### src/rtl/serdes_tx_word_feeder.sv
// Fabric-side feeder for the O_SERDES transmit primitive: lock sync, training burst, FIFO-backed data with idle fill.
// Optional macro SERDES_TX_UNDERRUN_CNT_EN adds the saturating underrun_cnt output.
module serdes_tx_word_feeder #(
  parameter int              WIDTH         = 4,
  parameter int              FIFO_DEPTH    = 4,
  parameter int              TRAIN_WORDS   = 8,
  parameter logic [WIDTH-1:0] TRAIN_PATTERN = 4'b1010,
  parameter logic [WIDTH-1:0] IDLE_PATTERN  = 4'b0000
) (
  input  logic                            clk_in,
  input  logic                            reset,
  input  logic                            pll_lock_raw,
  input  logic [WIDTH-1:0]                s_data,
  input  logic                            s_valid,
  output logic                            s_ready,
  output logic [WIDTH-1:0]                d_out,
  output logic                            load_word,
  output logic                            oe_in,
  output logic                            pll_lock_out,
  output logic                            bond_sync,
`ifdef SERDES_TX_UNDERRUN_CNT_EN
  output logic [7:0]                      underrun_cnt,
`endif
  output logic [$clog2(FIFO_DEPTH):0]     fifo_level,
  output logic                            train_done
);

  localparam int         PW         = $clog2(FIFO_DEPTH);
  localparam int         LW         = PW + 1;
  localparam logic [7:0] TRAIN_LAST = 8'(TRAIN_WORDS);

  typedef enum logic [1:0] {
    ST_IDLE  = 2'd0,
    ST_TRAIN = 2'd1,
    ST_RUN   = 2'd2
  } state_t;

  logic             lock_meta_r;
  logic             lock_sync_r;
  state_t           state_r;
  state_t           state_s;
  logic [7:0]       train_cnt_r;
  logic [7:0]       train_cnt_s;
  logic [WIDTH-1:0] mem_r [FIFO_DEPTH];
  logic [PW-1:0]    wr_ptr_r;
  logic [PW-1:0]    rd_ptr_r;
  logic [LW-1:0]    level_r;
  logic             s_ready_s;
  logic             push_s;
  logic             pop_s;
  logic             entering_train_s;
  logic [WIDTH-1:0] d_s;
  logic             load_s;
  logic             oe_s;
  logic             bond_s;
  logic             done_s;
  logic [WIDTH-1:0] d_out_r;
  logic             load_word_r;
  logic             oe_in_r;
  logic             bond_sync_r;
  logic             train_done_r;

  // Two-flop synchronizer for the asynchronous PLL lock
  always_ff @(posedge clk_in or negedge reset) begin
    if (!reset) begin
      lock_meta_r <= 1'b0;
      lock_sync_r <= 1'b0;
    end else begin
      lock_meta_r <= pll_lock_raw;
      lock_sync_r <= lock_meta_r;
    end
  end

  // Next-state and training counter; lock loss always falls back to IDLE
  always_comb begin
    state_s     = state_r;
    train_cnt_s = train_cnt_r;
    case (state_r)
      ST_IDLE: begin
        if (lock_sync_r) begin
          state_s     = ST_TRAIN;
          train_cnt_s = 8'd1;
        end else begin
          state_s     = ST_IDLE;
          train_cnt_s = 8'd0;
        end
      end
      ST_TRAIN: begin
        if (!lock_sync_r) begin
          state_s     = ST_IDLE;
          train_cnt_s = 8'd0;
        end else if (train_cnt_r == TRAIN_LAST) begin
          state_s     = ST_RUN;
          train_cnt_s = 8'd0;
        end else begin
          state_s     = ST_TRAIN;
          train_cnt_s = train_cnt_r + 8'd1;
        end
      end
      ST_RUN: begin
        if (!lock_sync_r) begin
          state_s = ST_IDLE;
        end else begin
          state_s = ST_RUN;
        end
        train_cnt_s = 8'd0;
      end
      default: begin
        state_s     = ST_IDLE;
        train_cnt_s = 8'd0;
      end
    endcase
  end

  assign s_ready_s        = (level_r < LW'(FIFO_DEPTH));
  assign push_s           = s_valid & s_ready_s;
  assign pop_s            = (state_s == ST_RUN) && (level_r != {LW{1'b0}});
  assign entering_train_s = (state_r != ST_TRAIN) && (state_s == ST_TRAIN);

  // Output decode from the state being entered, so the registers line up with it
  always_comb begin
    d_s    = IDLE_PATTERN;
    load_s = 1'b0;
    oe_s   = 1'b0;
    bond_s = 1'b0;
    done_s = 1'b0;
    case (state_s)
      ST_IDLE: begin
        d_s = IDLE_PATTERN;
      end
      ST_TRAIN: begin
        d_s    = TRAIN_PATTERN;
        load_s = 1'b1;
        oe_s   = 1'b1;
        bond_s = entering_train_s;
      end
      ST_RUN: begin
        load_s = 1'b1;
        oe_s   = 1'b1;
        done_s = 1'b1;
        if (pop_s) begin
          d_s = mem_r[rd_ptr_r];
        end else begin
          d_s = IDLE_PATTERN;
        end
      end
      default: begin
        d_s = IDLE_PATTERN;
      end
    endcase
  end

  // FSM state and registered primitive-facing outputs
  always_ff @(posedge clk_in or negedge reset) begin
    if (!reset) begin
      state_r      <= ST_IDLE;
      train_cnt_r  <= 8'd0;
      d_out_r      <= {WIDTH{1'b0}};
      load_word_r  <= 1'b0;
      oe_in_r      <= 1'b0;
      bond_sync_r  <= 1'b0;
      train_done_r <= 1'b0;
    end else begin
      state_r      <= state_s;
      train_cnt_r  <= train_cnt_s;
      d_out_r      <= d_s;
      load_word_r  <= load_s;
      oe_in_r      <= oe_s;
      bond_sync_r  <= bond_s;
      train_done_r <= done_s;
    end
  end

  // FIFO pointers and occupancy; contents survive lock loss
  always_ff @(posedge clk_in or negedge reset) begin
    if (!reset) begin
      wr_ptr_r <= {PW{1'b0}};
      rd_ptr_r <= {PW{1'b0}};
      level_r  <= {LW{1'b0}};
    end else begin
      if (push_s) begin
        wr_ptr_r <= wr_ptr_r + PW'(1);
      end
      if (pop_s) begin
        rd_ptr_r <= rd_ptr_r + PW'(1);
      end
      case ({push_s, pop_s})
        2'b10:   level_r <= level_r + LW'(1);
        2'b01:   level_r <= level_r - LW'(1);
        default: level_r <= level_r;
      endcase
    end
  end

  // FIFO storage
  always_ff @(posedge clk_in) begin
    if (push_s) begin
      mem_r[wr_ptr_r] <= s_data;
    end
  end

`ifdef SERDES_TX_UNDERRUN_CNT_EN
  logic [7:0] underrun_cnt_r;

  // Saturating count of idle-filled RUN cycles, cleared on each training entry
  always_ff @(posedge clk_in or negedge reset) begin
    if (!reset) begin
      underrun_cnt_r <= 8'd0;
    end else if (entering_train_s) begin
      underrun_cnt_r <= 8'd0;
    end else if ((state_s == ST_RUN) && !pop_s && (underrun_cnt_r != 8'hFF)) begin
      underrun_cnt_r <= underrun_cnt_r + 8'd1;
    end
  end

  assign underrun_cnt = underrun_cnt_r;
`endif

  assign s_ready      = s_ready_s;
  assign fifo_level   = level_r;
  assign pll_lock_out = lock_sync_r;
  assign d_out        = d_out_r;
  assign load_word    = load_word_r;
  assign oe_in        = oe_in_r;
  assign bond_sync    = bond_sync_r;
  assign train_done   = train_done_r;

endmodule

### config.mk
export PLATFORM = sky130hd
export DESIGN_NAME = serdes_tx_word_feeder
export DESIGN_NICKNAME = d
export VERILOG_FILES = /design/src/rtl/serdes_tx_word_feeder.sv
export SDC_FILE = /design/constraint.sdc
export NUM_CORES = 1
export LEC_CHECK = 0
export ABC_AREA = 1
export BUFFER_PORTS_ARGS = -buffer_cell sky130_fd_sc_hd__buf_2
export CORE_MARGIN = 3
export CORE_UTILIZATION = 54
export CTS_BUF_LIST = sky130_fd_sc_hd__clkbuf_2
export CTS_CLUSTER_SIZE = 25
export DETAILED_ROUTE_END_ITERATION = 6
export PLACE_DENSITY_LB_ADDON = 0.3
export SETUP_SLACK_MARGIN = 0.02
export SYNTH_ARGS = -nofsm -noshare
export SYNTH_HDL_FRONTEND = slang
export SYNTH_SLANG_ARGS = --single-unit
### constraint.sdc
create_clock -name clk_in -period 2.55 [get_ports clk_in]
set_clock_uncertainty 0.2 [all_clocks]
set_input_delay 0.255 -clock clk_in [delete_from_list [all_inputs] [get_ports clk_in]]
set_output_delay 0.255 -clock clk_in [all_outputs]
set_load 0.01 [all_outputs]
==> run metrics, run 1 <==
status=complete, no violations; CP max stage delay=0.43 ns; Worst Setup Path Type=flip-flop to flip-flop; # H-tree levels=2; Synth area leaders=dfrtp_1 33%, edfxtp_1 25%, nand2_1 6.9%; Worst Setup End Kind=flip-flop; Critical Path Stages=14; synth warn=0; Routed WL=3568 um; syn_nets=214; Distinct cells, synth=26; num ports=21; Reg area=1132 um2; Initial Util=57.36%; antenna viol nets, final=0; crit path launch=train_cnt_r[5]; routability cong.=0.8409; Switching Fraction=23.29%; residual DRC count=0; Max transition margin=62.39%; reg-to-reg endpoint=fifo_level[2]; CP endpoint=fifo_level[2]; Filler cells=251; largest net degree at the start of global routing=27; CP max FO=3; share of cells above drive strength 1=31.54%; Iter 0 DRT Violations=72; Synth Register Bits=42; Multi-input gate area=744.5 um2; CP required=2.66 ns; Area Growth Syn to Fin=20.50%; synthesized netlist cell count=196; number of global-route vias before repair=1263; leak pwr=1.103 nW; global route total overflow=0; pre-CTS setup slack=0.001552 ns; Final Hold Viols=0; clock power share=24.8%; Total Routing Usage GR=18.26%; total CTS buffers=5; critical path's slowest cell=dfrtp_1; total power=1.042 mW; Via Count=1408; Cell Area, Synth=1959 um2; Nets=259; Diodes inserted=0; clk root buf=clkbuf_2; chip height=66.24 um; Power Dens Cells=441.5 nW/um2; CTS tree=done; area leader, netlist=dfrtp_1; input/output buffers=20; Avg WL per Cell=12.43 um; reg-to-reg slack, setup=0.11 ns; Die W=66.24 um; Sw Pwr=0.2428 mW; final worst slack=0.1116 ns; fmax=410.1 MHz; initial antenna violation count=0; Tmin final=2.438 ns; Pins Over Slew Limit=0; DRT Pass-1 Iters=4; worst hold path type=primary input to async pin; Seq/Total Area, Yosys=57.73%; Comb pwr share=6.7%; worst-path cell chain=inv_1 > nand2_1 > nor2_1 > nand3_2 > nand2_2 > ha_4 > nand2_2 > inv_2 > ha_4 > inv_4 > fa_2 > a21oi_1 > nand2_1 > xor2_1; reg2reg start=train_cnt_r[5]; Internal=0.7997 mW; Via density=4.906; DP HPWL=2404 um; Max VDD drop=0.2910 mV; Reg2Reg Depth=14; Synth Area per Inst=9.997 um2; RSZ-0062 raised after global routing=true; Buf/Inv on CP=3; die area=4387 um2; top cell type's share of synthesized area=33.21%; Slew @ Worst Pin=0.5641 ns; first-pass GRT wire length=5913 um; final setup violation count=0; maxcap violations=0; critical path arrival=2.55 ns; CTS Sinks=42; worst-skew pair later-pin latency=0.39 ns; sequential share of power=68.5%; # rows=21; crit-path leading delay family=adder cells; Reg clk slew, reported paths=0.19 ns; Startpoint Class=flip-flop; Max clock buf depth=2; Core Region=3416 um2; final worst-path cycle share=95.62%
[state kept, by name, summed over array words and instances, names as in the netlist]
name and flops:
mem_r 16, train_cnt_r 8, d_out 4, fifo_level 3, rd_ptr_r 2, state_r 2, wr_ptr_r 2, bond_sync 1
lock_meta_r 1, oe_in 1, pll_lock_out 1, train_done 1
[metrics by stage]
| stage | instances | hold WS, ns | instance area [um2] | utilization, % | TNS [ns] |
|---|---|---|---|---|---|
| after floorplan | 196 | -0.2406 | 1977 | - | 0 |
| after global placement | 266 | 0.08619 | 2167 | 63.44 | 0 |
| after detailed placement | 266 | 0.08498 | 2167 | 63.44 | 0 |
| after CTS | 282 | 0.09846 | 2290 | 67.03 | 0 |
| after global routing | 287 | 0.1636 | 2361 | 69.12 | -0.07899 |
| final | 287 | 0.1504 | 2361 | 69.12 | 0 |
[cell families after synthesis]
group,Yosys count,synth area share (%)
compound gates,15,4.598
xor+xnor,6,2.682
fa+ha+maj,10,6.769
buf+inv,33,6.960
flops,42,57.73
simple gates,90,21.26
[worst reg2reg max path, delay by kind of cell (launching register included)]
| family | cells | cell delay, ns |
|---|---|---|
| adder cells (fa/ha/maj) | 3 | 0.61 |
| AND/OR/NAND/NOR | 6 | 0.58 |
| flip-flops | 1 | 0.43 |
| buffers and inverters | 3 | 0.22 |
| XOR/XNOR | 1 | 0.16 |
| AO/OA/AOI/OAI | 1 | 0.15 |
[cell type report]
type,count,share of cell area [%]
clock buffers,5,1.060
clock inverters,2,0.4240
inverters,30,5.034
multi-input cells,121,31.53
flip-flops and latches,42,47.96
well taps,46,2.438
repair buffers,41,11.55
[cell usage after synthesis, drive strengths merged]
| library cell | count |
|---|---|
| nand4 | 1 |
| ha | 9 |
| edfxtp | 16 |
| or2 | 1 |
| buf | 3 |
| dfrtp | 26 |
| clkinv | 1 |
| nand3 | 17 |
| xor2 | 4 |
| inv | 29 |
| nor2 | 33 |
| nand2 | 38 |
| a21oi | 5 |
| o21ai | 10 |
| fa | 1 |
| xnor2 | 2 |
[how the worst min path moves through the flow]
stage                        from             end  slack, ns  cells after the start
after floorplan             reset       bond_sync      -0.24                      0
after global placement      reset  train_cnt_r[7]       0.09                      1
after global routing        reset     rd_ptr_r[0]       0.16                      2
after CTS                 s_valid     wr_ptr_r[1]        0.1                      3
after detailed placement    reset  train_cnt_r[7]       0.08                      1
final                       reset  train_cnt_r[7]       0.15                      2
[per-layer routing]
| metal | vias up | GRT usage (%) | share of wire (%) |
|---|---|---|---|
| li1 | 707 | - | - |
| met1 | 654 | 26.96 | 46 |
| met2 | 43 | 25.40 | 47 |
| met3 | 4 | 6.122 | 5.6 |
| met4 | 0 | 5.330 | 0.95 |
| met5 | - | 0 | 0 |
[repair_timing]
item,in CTS,in global routing
hold endpoints to repair,43,0
hold buffers,6,0
setup buffers,3,5
cloned,0,0
gates resized for setup,2,11
endpoints found under the setup margin,1,2
pin swaps,3,8
[power groups by stage]
| stage | Sequential [mW] | Combinational (mW) | Clock, mW |
|---|---|---|---|
| after floorplan | 0.731 | 0.0233 | 0 |
| after global placement | 0.727 | 0.0555 | 0 |
| after detailed placement | 0.727 | 0.0560 | 0 |
| after CTS | 0.714 | 0.0655 | 0.265 |
| after global routing | 0.715 | 0.0784 | 0.296 |
| final | 0.714 | 0.0698 | 0.258 |
[placed cells by master, fill, tap and decap left out, types with 2 or more instances in the layout]
| master | netlist | layout |
|---|---|---|
| xor2_1 | 4 | 4 |
| a21oi_1 | 5 | 5 |
| ha_1 | 9 | 6 |
| dlygate4sd3_1 | 0 | 6 |
| o21ai_1 | 6 | 6 |
| clkbuf_2 | 0 | 5 |
| o21ai_0 | 2 | 2 |
| dfrtp_1 | 26 | 25 |
| nand3_1 | 13 | 12 |
| inv_4 | 1 | 2 |
| nor2_2 | 8 | 9 |
| nor2_1 | 25 | 24 |
| nand2_2 | 2 | 4 |
| clkinv_2 | 1 | 3 |
| inv_2 | 3 | 6 |
| nand2_1 | 36 | 34 |
| buf_2 | 1 | 20 |
| inv_1 | 25 | 21 |
| edfxtp_1 | 16 | 16 |
| xnor2_1 | 2 | 2 |
| nand3_2 | 3 | 4 |
| ha_4 | 0 | 3 |
| buf_4 | 2 | 15 |
No activity file was read; power rests on OpenSTA's default activity.
==> inputs of run 2 (changes only) <==
- PLACE_DENSITY_LB_ADDON: 0.3 -> 0.05
==> run 2 against run 1 <==
Compared with the run above: sequential share of layout area shrank 0.26 points; total power grew 3.7%; cell count grew 0.70%; register-to-register slack lost 0.06 ns; largest cell class unchanged.
==> run metrics, run 2 (synthesis gave the netlist of run 1 again) <==
status=complete, no violations; initial antenna violation count=0; Buf/Inv on CP=3; Reg clk slew, reported paths=0.21 ns; Hold EP=wr_ptr_r[0]; Power Dens Cells=456.0 nW/um2; Avg WL per Cell=12.96 um; fin cells=289; Die W=66.24 um; Reg2Reg Depth=15; Max transition margin=61.91%; total CTS buffers=5; Max VDD drop=0.2760 mV; leak pwr=1.112 nW; fmax=400.2 MHz; Nets=260; Routed WL=3745 um; routability cong.=0.7804; CP max FO=3; die area=4387 um2; Iter 0 DRT Violations=37; antenna viol nets, final=0; worst-path cell chain=inv_2 > ha_4 > nand2_2 > nor2_2 > nand3_2 > nand2_2 > ha_4 > nand2_2 > inv_2 > ha_4 > inv_2 > fa_2 > or2_0 > nand2_1 > xor2_1; largest net degree at the start of global routing=27; highest-count cells in the layout ignoring fill and taps=33 x nand2_1, 26 x dfrtp_1, 24 x nor2_1, 21 x inv_1, 20 x buf_2; DRT Pass-1 Iters=4; CP max stage delay=0.43 ns; Area Growth Syn to Fin=21.01%; setup TNS=0 ns; pre-CTS setup slack=-0.02381 ns; final worst slack=0.05139 ns; first-pass GRT wire length=6016 um; Startpoint Class=flip-flop; share of cells above drive strength 1=31.69%; Slew @ Worst Pin=0.5714 ns; Final Hold Viols=0; Initial Util=57.36%; input/output buffers=20; Max clock buf depth=2; Worst Setup End Kind=flip-flop; worst-skew pair later-pin latency=0.41 ns; crit path launch=train_cnt_r[0]; critical path arrival=2.66 ns; Via density=4.820; Worst Hold Depth=3; final setup violation count=0; placed cell area=2190 um2; min-delay src=s_valid; residual DRC count=0; final worst-path cycle share=97.98%; CTS Sinks=42; # H-tree levels=2; clk root buf=clkbuf_2; num ports=21; reg2reg start=train_cnt_r[0]; largest register by flop count=mem_r; max FFs per register=16; RSZ-0062 raised after global routing=true; Finished Cell Area=2371 um2; Tmin final=2.499 ns; CTS tree=done; Final Util=69.41%; Core Region=3416 um2; worst hold path type=primary input to flip-flop; Worst Setup Path Type=flip-flop to flip-flop; global route total overflow=0; chip height=66.24 um; crit-path leading delay family=simple AND/OR/NAND/NOR gates; most common cell after layout, fill and taps aside=nand2_1; Via Count=1393; reg-to-reg endpoint=fifo_level[2]; # rows=21; CP required=2.71 ns; number of global-route vias before repair=1335; Pins Over Slew Limit=0; maxcap violations=0; reg-to-reg slack, setup=0.05 ns; Total Routing Usage GR=18.97%; Placed Cells=269; DP HPWL=2708 um; critical path's slowest cell=dfrtp_1; Diodes inserted=0
-- run 2: cell count changes in the layout (fill, tap and decap cells not counted) --
cell / previous run / this run
nand2_2: 4 / 5
nand2_1: 34 / 33
dfrtp_1: 25 / 26
nand3_2: 4 / 3
inv_6: 0 / 1
inv_2: 6 / 7
buf_4: 15 / 16
inv_4: 2 / 1
dfrtp_2: 1 / 0
nand3_1: 12 / 13
-- run 2: layer usage --
| layer | part of all wire (%) | wire (um) | global-route usage [%] | vias to the layer above |
|---|---|---|---|---|
| met5 | 0 | 0 | 0 | - |
| met4 | 1.4 | 54 | 6.853 | 0 |
| met3 | 3.7 | 138 | 4.932 | 5 |
| met2 | 52 | 1937 | 32.34 | 22 |
| met1 | 43 | 1615 | 23.03 | 655 |
| li1 | - | - | - | 711 |
-- run 2: worst max-delay path by stage --
stage,to,slack [ns],cells after the start
6_report,fifo_level[2],0.05,15
2_1_floorplan,fifo_level[2],0.04,15
5_1_grt,fifo_level[2],-0.12,15
3_5_place_dp,fifo_level[2],-0.02,15
4_1_cts,fifo_level[2],0.04,15
3_3_place_gp,fifo_level[2],0.10,15
-- run 2: area by class of cell --
type / instances / area [um2]
sequential: 42 / 1131
fill: 280 / 1045
multi-input combinational: 121 / 742.0
timing repair buffer: 42 / 280.3
inverter: 30 / 116.4
tap: 46 / 57.56
clock buffer: 5 / 25.02
clock inverter: 3 / 18.77
-- run 2: power by group --
group / internal [mW] / total, mW / switching [mW] / leakage [nW]
Clock: 0.0683 / 0.292 / 0.224 / 0.0331
Sequential: 0.709 / 0.714 / 0.00467 / 0.477
Combinational: 0.0340 / 0.0750 / 0.0411 / 0.602
Total: 0.812 / 1.08 / 0.269 / 1.11
-- run 2: repair_timing --
action | CTS | global route
hold endpoints to repair | 43 | 0
hold buffers | 6 | 0
endpoints found under the setup margin | 1 | 2
resized for setup | 3 | 8
pin swaps | 6 | 7
buffers inserted | 2 | 4
-- run 2: worst min-delay path: cells and delay by family --
family                    cells  cell delay, ns
xor gates and xnor gates      1            0.11
buffers and inverters         1            0.10
and+or+nand+nor               1            0.26
-- run 2: metrics by stage --
stage,hold WS [ns],total power [mW]
after global routing,0.1208,1.128
final,0.1206,1.081
after global placement,0.08172,0.7830
after detailed placement,0.09250,0.7861
after floorplan,-0.2406,0.7539
after CTS,0.07616,1.080
==> inputs of run 3 (changes only) <==
- REMOVE_ABC_BUFFERS: unset -> 1
==> run 3 against run 2 <==
Compared with the run above: fmax down 2.2%; the flow now finishes with violations (setup timing); global-route usage up 2.7 points; non-clock buffer count up 11; die area unchanged; via count up 6.4%; cell count up 3.8%; sequential share of layout area down 1.7 points.
==> run metrics, run 3 (synthesis gave the netlist of run 1 again) <==
Slew @ Worst Pin=0.5814 ns; chip height=66.24 um; Max transition margin=61.24%; global route total overflow=0; CP max stage delay=0.44 ns; worst hold path type=primary input to flip-flop; DP HPWL=2628 um; Final Hold Viols=0; Worst Setup End Kind=flip-flop; max FFs per register=16; first-pass GRT wire length=6969 um; Nets=271; final setup violation count=1; Routed WL=4138 um; critical path's slowest cell=dfrtp_1; Iter 0 DRT Violations=60; # H-tree levels=2; CTS tree=done; leak pwr=1.167 nW; antenna viol nets, final=0; share of cells above drive strength 1=35.83%; setup TNS=-0.003645 ns; fin cells=300; Area Growth Syn to Fin=25.54%; largest register by flop count=mem_r; initial antenna violation count=0; Diodes inserted=0; total CTS buffers=5; fmax=391.6 MHz; largest net degree at the start of global routing=27; worst-path cell chain=buf_4 > buf_4 > nor2_2 > nand3_2 > nand2_2 > ha_4 > nand2_2 > inv_2 > ha_4 > inv_2 > fa_2 > or2_0 > nand2_1 > xor2_1; final worst slack=-0.003645 ns; CP max FO=3; total power=1.073 mW; num ports=21; Initial Util=57.36%; Via density=4.940; # rows=21; Max clock buf depth=2; maxcap violations=0; Die W=66.24 um; Via Count=1482; worst-skew pair later-pin latency=0.43 ns; Reg clk slew, reported paths=0.22 ns; Worst Setup Path Type=flip-flop to flip-flop; DRT Pass-1 Iters=5; Power Dens Cells=436.3 nW/um2; Max VDD drop=0.4018 mV; RSZ-0062 raised after global routing=true; clk root buf=clkbuf_2; status=complete, but fails checks; Startpoint Class=flip-flop; die area=4387 um2; most common cell after layout, fill and taps aside=nand2_1; residual DRC count=0; Tmin final=2.554 ns; Total Routing Usage GR=21.71%; CTS Sinks=42; highest-count cells in the layout ignoring fill and taps=34 x nand2_1, 27 x buf_4, 26 x dfrtp_1, 23 x nor2_1, 20 x buf_2; Pins Over Slew Limit=0; Filler cells=253; Avg WL per Cell=13.79 um; CP required=2.73 ns; routability cong.=0.8876; violated checks=setup timing; input/output buffers=20; worst-case hold slack=0.09319 ns; Core Region=3416 um2; final worst-path cycle share=100.1%; critical path arrival=2.73 ns; number of global-route vias before repair=1509; Placed Cells=267
==> run 3: cell types whose count changed in the layout (fill, tap and decap cells not counted), sizes merged <==
| cell | previous run | this run |
|---|---|---|
| clkinvlp | 0 | 1 |
| buf | 36 | 47 |
| inv | 30 | 29 |
==> run 3: worst max-delay path: cells and delay by family, from the launching register on <==
family / cells / cell delay (ns)
AND/OR/NAND/NOR: 6 / 0.71
adder cells (fa/ha/maj): 3 / 0.63
flip-flops: 1 / 0.44
buffers and inverters: 4 / 0.39
XOR/XNOR: 1 / 0.13
==> run 3: stage by stage <==
| step | setup WS [ns] | util [%] | instance area, um2 |
|---|---|---|---|
| finish | -0.003645 | 72.01 | 2460 |
| detailed placement | -0.1202 | 63.15 | 2157 |
| CTS | 0.05371 | 70.22 | 2399 |
| floorplan | -0.01679 | - | 1939 |
| global placement | -0.02251 | 63.15 | 2157 |
| global route | -0.1284 | 72.01 | 2460 |
==> run 3: final cells by class <==
type	count	area, um2	area share [%]
flip-flops and latches	42	1131	45.98
multi-input cells	121	750.7	30.52
repair buffers	53	362.8	14.75
inverters	30	116.4	4.730
well taps	46	57.56	2.340
clock buffers	5	25.02	1.017
clock inverters	3	16.27	0.6612
==> run 3: final timing paths <==
kind | cells past startpoint | slack, ns | from | to
max | 14 | -0.004 | train_cnt_r[4] | fifo_level[2]
min | 3 | 0.09 | s_valid | wr_ptr_r[0]
max reg2reg | 14 | -0.004 | train_cnt_r[4] | fifo_level[2]
min reg2reg | 0 | 0.17 | lock_meta_r | pll_lock_out
max in group asynchronous | 2 | 1.62 | reset | fifo_level[1]
min in group asynchronous | 2 | 0.12 | reset | rd_ptr_r[0]
==> run 3: metal layers <==
layer	routed length (um)	GRT usage (%)
met1	1726	25.61
met2	2155	37.79
met3	197	5.782
met4	60	7.614
met5	0	0
==> run 3: repair_timing <==
| item | 4_1_cts | 5_1_grt |
|---|---|---|
| resized for setup | 9 | 10 |
| pin swaps | 8 | 10 |
| hold buffers | 6 | 0 |
| hold endpoints to repair | 43 | 0 |
| setup buffers | 16 | 4 |
| endpoints found under the setup margin | 2 | 3 |
==> run 3: power breakdown <==
group	internal, mW	switching, mW	total [mW]
registers	0.709	0.00488	0.714
clock network	0.0623	0.224	0.286
logic	0.0320	0.0407	0.0727
total	0.804	0.270	1.07
